[src/rtl/display_scan_ctrl.sv]
// ---------------------------------------------------------------------------
// display_scan_ctrl
//   Scan/refresh controller feeding the 4-digit seven-segment multiplexer.
//   It divides clk into per-digit scan slots and double-buffers display data
//   behind a valid/ready load port. New data commits only on a frame boundary,
//   so a digit never tears mid-frame. It also provides per-digit blink.
//
//   Optional feature macro: LZ_BLANK_EN (leading-zero blanking of digits 3..1).
//
// Parameters
//   SCAN_DIV      clk cycles per digit slot (>= 2)
//   BLINK_FRAMES  full frames per blink half-period (>= 1)
//
// Ports
//   clk, rst           clock (rising edge), asynchronous active-high reset
//   en                 scan enable; 0 freezes the prescaler, scan and blink
//   load_valid         load request
//   load_hexs/point/blank  data for the shadow buffer
//   blink_mask         live per-digit blink enable (not latched)
//   load_ready         shadow buffer free (combinational from pending)
//   scan               current digit index 0..3
//   hexs, point        committed digit nibbles / decimal-point bits
//   les                per-digit blank after blink / blanking (combinational)
//   frame_tick         1-cycle pulse on the scan 3->0 wrap (combinational)
// ---------------------------------------------------------------------------
module display_scan_ctrl #(
    parameter int unsigned SCAN_DIV     = 100000,
    parameter int unsigned BLINK_FRAMES = 125
) (
    input  logic        clk,
    input  logic        rst,
    input  logic        en,
    input  logic        load_valid,
    input  logic [15:0] load_hexs,
    input  logic [3:0]  load_point,
    input  logic [3:0]  load_blank,
    input  logic [3:0]  blink_mask,
    output logic        load_ready,
    output logic [1:0]  scan,
    output logic [15:0] hexs,
    output logic [3:0]  point,
    output logic [3:0]  les,
    output logic        frame_tick
);

    localparam int unsigned CNT_W   = (SCAN_DIV > 2) ? $clog2(SCAN_DIV) : 1;
    localparam int unsigned FRAME_W = (BLINK_FRAMES > 1) ? $clog2(BLINK_FRAMES) : 1;

    logic [CNT_W-1:0]   cnt;
    logic [FRAME_W-1:0] frame_cnt;
    logic               blink_phase;
    logic [3:0]         blank_r;
    logic               pending;
    logic [15:0]        shadow_hexs;
    logic [3:0]         shadow_point;
    logic [3:0]         shadow_blank;

    logic tick;
    logic frame_end;
    logic accept;
    logic [3:0] lz;

    // Slot tick, frame boundary and load handshake
    assign tick       = en & (cnt == CNT_W'(SCAN_DIV - 1));
    assign frame_end  = tick & (scan == 2'd3);
    assign frame_tick = frame_end;
    assign load_ready = ~pending;
    assign accept     = load_valid & load_ready;

    // Prescaler and digit scan
    always_ff @(posedge clk or posedge rst) begin
        if (rst) begin
            cnt  <= '0;
            scan <= 2'd0;
        end else if (en) begin
            if (tick) begin
                cnt  <= '0;
                scan <= scan + 2'd1;
            end else begin
                cnt <= cnt + CNT_W'(1);
            end
        end
    end

    // Shadow buffer and frame-aligned commit. Accept needs pending=0 and commit
    // needs pending=1, so they never coincide: data accepted on a frame_end
    // cycle waits for the following frame_end.
    always_ff @(posedge clk or posedge rst) begin
        if (rst) begin
            pending      <= 1'b0;
            shadow_hexs  <= 16'h0000;
            shadow_point <= 4'hF;
            shadow_blank <= 4'h0;
            hexs         <= 16'h0000;
            point        <= 4'hF;
            blank_r      <= 4'h0;
        end else if (accept) begin
            pending      <= 1'b1;
            shadow_hexs  <= load_hexs;
            shadow_point <= load_point;
            shadow_blank <= load_blank;
        end else if (frame_end && pending) begin
            pending <= 1'b0;
            hexs    <= shadow_hexs;
            point   <= shadow_point;
            blank_r <= shadow_blank;
        end
    end

    // Blink phase advances once every BLINK_FRAMES frames
    always_ff @(posedge clk or posedge rst) begin
        if (rst) begin
            frame_cnt   <= '0;
            blink_phase <= 1'b0;
        end else if (frame_end) begin
            if (frame_cnt == FRAME_W'(BLINK_FRAMES - 1)) begin
                frame_cnt   <= '0;
                blink_phase <= ~blink_phase;
            end else begin
                frame_cnt <= frame_cnt + FRAME_W'(1);
            end
        end
    end

`ifdef LZ_BLANK_EN
    // A digit is a leading zero when it and every higher nibble are zero;
    // digit 0 always shows so an all-zero value reads "0".
    always_comb begin
        lz    = 4'h0;
        lz[3] = (hexs[15:12] == 4'h0);
        lz[2] = lz[3] & (hexs[11:8] == 4'h0);
        lz[1] = lz[2] & (hexs[7:4] == 4'h0);
    end
`else
    assign lz = 4'h0;
`endif

    assign les = blank_r | (blink_mask & {4{blink_phase}}) | lz;

endmodule

[config.mk]
export PLATFORM = sky130hd
export DESIGN_NAME = display_scan_ctrl
export DESIGN_NICKNAME = d
export VERILOG_FILES = /design/src/rtl/display_scan_ctrl.sv
export SDC_FILE = /design/constraint.sdc
export NUM_CORES = 1
export LEC_CHECK = 0
export CORE_ASPECT_RATIO = 1.2
export CORE_MARGIN = 8
export CORE_UTILIZATION = 56
export DETAILED_ROUTE_END_ITERATION = 10
export GPL_ROUTABILITY_DRIVEN = 0
export PLACE_DENSITY = 0.84
export SETUP_SLACK_MARGIN = 0.5
export SLEW_MARGIN = 20
export SYNTH_ARGS = -nofsm -noshare
export SYNTH_HDL_FRONTEND = slang
export SYNTH_SLANG_ARGS = --single-unit
[constraint.sdc]
create_clock -name clk -period 7.9 [get_ports clk]
set_clock_uncertainty 0.05 [all_clocks]
set_input_delay 2.37 -clock clk [delete_from_list [all_inputs] [get_ports clk]]
set_output_delay 2.37 -clock clk [all_outputs]
set_load 0.01 [all_outputs]
==> key figures, run 1 <==
Run status
  • Status: completed

Logic synthesis
  • Yosys warns: 0
  • Syn Area/Cell: 13.71 um^2
  • #FFs+latches synth: 76
  • Syn_nets: 279
  • Count of different cell masters after synthesis: 37
  • Cell Area, Synth: 3331 um^2
  • Mapped Cells: 243
  • Seq/Total Area, Yosys: 57.40%

Clocking
  • Clock tree buffer depth: 2
  • Worst-Skew Late Latency: 0.33 ns
  • Clock sink total: 76
  • # Post-CTS Setup Buffers: 0
  • CTS tree: built
  • CTS buffer count: 9
  • Post-cts gate resize count: 0
  • Hold Buf Count CTS: 0
  • CTS root buf: clkbuf_8
  • Clk slew on worst S/H paths: 0.08 ns
  • H-tree level count: 3

Final layout
  • Number of diodes: 0
  • Final Cell Area: 4193 um^2
  • # fillers: 417
  • Commonest non-fill, non-tap cell in the layout: dfrtp_1
  • Area grow syn2layout: 25.88%
  • Share of cells above drive strength 1: 26.13%
  • FF+latch area: 1912 um^2
  • Nets: 341
  • Most frequent cells in the layout: 68 x dfrtp_1, 59 x clkdlybuf4s50_1, 30 x mux2_2
  • Area of the multi-input gates: 1334 um^2

Timing
  • Final Cycle Share: 86.98%
  • Hold slack: 0.4527 ns
  • Fin. max-slew vios: 0
  • RSZ-0062 raised after global routing: no
  • TNS Setup: 0 ns
  • Final Hold Vio Count: 0
  • Tmin final: 6.872 ns
  • Max transition margin: 38.43%
  • Fmax: 145.5 MHz
  • Final setup fails: 0
  • Slew at the pin closest to its max-slew limit: 0.9236 ns

Setup path
  • Most used cell, CP: clkdlybuf4s50_1
  • Crit-path max cell delay: 0.61 ns
  • Crit-path max FO: 7
  • Crit end category: output pin
  • Worst Path Required: 5.48 ns
  • CP arrival: 4.45 ns
  • CP bufs+invs: 2
  • Top Family by Delay on Critical Path: buffers and inverters
  • CP max-delay cell: clkdlybuf4s50_1
  • CP cell instances: clkdlybuf4s50_1 -> and4_1 -> nand3_1 -> nor2_1 -> clkdlybuf4s50_1
  • Startpoint Class: primary input
  • Setup CP Type: in2out

Drt
  • Routed WL per cell: 16.81 um
  • ANT nets after route: 0
  • DRT iter0 DRCs: 67
  • Drt via density: 5.355
  • DRC viols: 0
  • DRT Pass-1 Iters: 4
  • Final wirelength: 6588 um
  • DR vias: 2099

Floorplanning
  • Initial Util: 56.49%
  • Die Outline Area: 8681 um^2
  • Ports: 60
  • Die extent in y: 100.5 um
  • Row cnt: 31
  • Core ar.: 5896 um^2
  • DIE WIDTH: 86.40 um

Power and ir drop
  • Peak supply drop: 0.0001403 V
  • Gate power share: 8.6%
  • Standby leakage power: 0.001956 uW
  • Power, Total: 835.9 uW
  • Clock Power Share: 37.8%
  • Psw: 193.4 uW
  • Switching share of power: 23.14%
  • Reg power frac: 53.6%
  • P per Cell Area: 199.4 nW/um^2
  • Int Pwr: 642.5 uW

Worst hold path
  • Hold Crit Class: reg2reg

Run
  • Max cap viols: 0

GRT
  • Pin count of the biggest net entering global routing: 77
  • Total GRT Usage: 16.18%
  • Total global routing overflow: 0
  • Initial antenna violation count: 0
  • Vias in the first global route: 2206
  • Global-route wire length before repair: 11000 um

Place
  • Dpl cell area: 3976 um^2
  • Port bufs: 59
  • HPWL Detailed: 4475 um
[routing by layer]
| layer | global-route usage, % | vias up | share of wire (%) |
|---|---|---|---|
| li1 | - | 999 | - |
| met1 | 20.82 | 1035 | 45 |
| met2 | 25.68 | 57 | 49 |
| met3 | 3.263 | 8 | 4.8 |
| met4 | 7.171 | 0 | 1.3 |
| met5 | 0 | - | 0 |
[layout make-up]
class                           instances  area share [%]
Multi-Input combinational cell        151           31.81
Inverter                                6          0.5372
Timing Repair Buffer                   61           14.44
Sequential cell                        76           45.60
Tap cell                               82           2.447
Clock buffer                           10           3.044
Clock inverter                          6           2.119
[synthesized netlist by cell type]
master,count,area share [%]
ha_1,4,1.5
a31oi_1,4,0.75
nand4_1,9,1.7
a21oi_1,1,0.15
nand2_1,3,0.34
a21o_1,4,0.90
inv_1,6,0.68
nor3_1,2,0.30
a21boi_0,1,0.23
nand3_4,1,0.53
or4_1,2,0.45
nor2_1,12,1.4
clkbuf_1,4,0.45
a2bb2oi_1,1,0.26
o31ai_1,2,0.45
dfstp_2,8,6.3
buf_4,3,0.68
nand3_1,15,2.3
nand2b_1,1,0.19
buf_2,1,0.15
o22ai_1,1,0.19
nor4_2,1,0.38
o21a_1,1,0.23
mux2_4,20,9.0
a211oi_1,1,0.23
o21ai_0,7,1.1
dfrtp_1,68,51
buf_6,2,0.68
nor4_1,1,0.19
xnor2_1,7,1.8
xor2_1,9,2.4
mux2_2,30,10
nor2b_1,1,0.19
and4_1,5,1.3
and3_1,3,0.56
nor3_4,1,0.49
nor4b_2,1,0.45
[power groups by stage]
stage               clock, uW  combinational [uW]  sequential [uW]
detailed placement          0                72.9              455
global route              342                82.5              453
global placement            0                71.0              453
CTS                       325                73.7              448
finish                    316                72.0              448
floorplan                   0                56.0              445
[sequential cells by signal, indices dropped and copies added (netlist names), 2 cells and up]
| name | cells |
|---|---|
| blank_r | 4 |
| cnt | 17 |
| frame_cnt | 7 |
| hexs | 16 |
| point | 4 |
| scan | 2 |
| shadow_blank | 4 |
| shadow_hexs | 16 |
| shadow_point | 4 |
[metrics by stage]
| step | utilization, % | cells | setup slack (ns) |
|---|---|---|---|
| 2_1_floorplan | - | 243 | 2.365 |
| 3_3_place_gp | 67.44 | 376 | 1.101 |
| 3_5_place_dp | 67.44 | 376 | 1.034 |
| 4_1_cts | 71.12 | 392 | 1.031 |
| 5_1_grt | 71.12 | 392 | 0.9014 |
| 6_report | 71.12 | 392 | 1.028 |
[cell families after synthesis]
group / count (synthesis) / synth area share [%]
flip-flops: 76 / 57.40
XOR/XNOR: 16 / 4.208
buffers and inverters: 16 / 2.629
AO/OA/AOI/OAI: 23 / 4.433
multiplexers: 50 / 19.16
AND/OR/NAND/NOR: 58 / 10.67
adder cells (fa/ha/maj): 4 / 1.503
[final timing paths]
path | startpoint | endpoint | slack [ns] | cells after the start
worst max register to register | cnt[11] | hexs[11] | 5.57 | 4
worst min register to register | frame_cnt[5] | frame_cnt[5] | 0.45 | 1
worst min-delay path | frame_cnt[5] | frame_cnt[5] | 0.45 | 1
max in group asynchronous | rst | cnt[15] | 4.62 | 3
min in group asynchronous | rst | shadow_hexs[9] | 2.58 | 3
worst max-delay path | en | frame_tick | 1.03 | 5
Power figures use the tool's default switching activity.
==> inputs of run 2 (changes only) <==
- TNS_END_PERCENT: unset -> 1
==> results of run 2 <==
Same layout as run 1: the final DEF is identical, and so are final timing and power.
==> inputs of run 3 (changes only) <==
- CAP_MARGIN: unset -> 15
- CTS_CLUSTER_DIAMETER: unset -> 40
- GPL_TIMING_DRIVEN: unset -> 1
==> results of run 3 <==
Same layout as run 1: the final DEF is identical, and so are final timing and power.
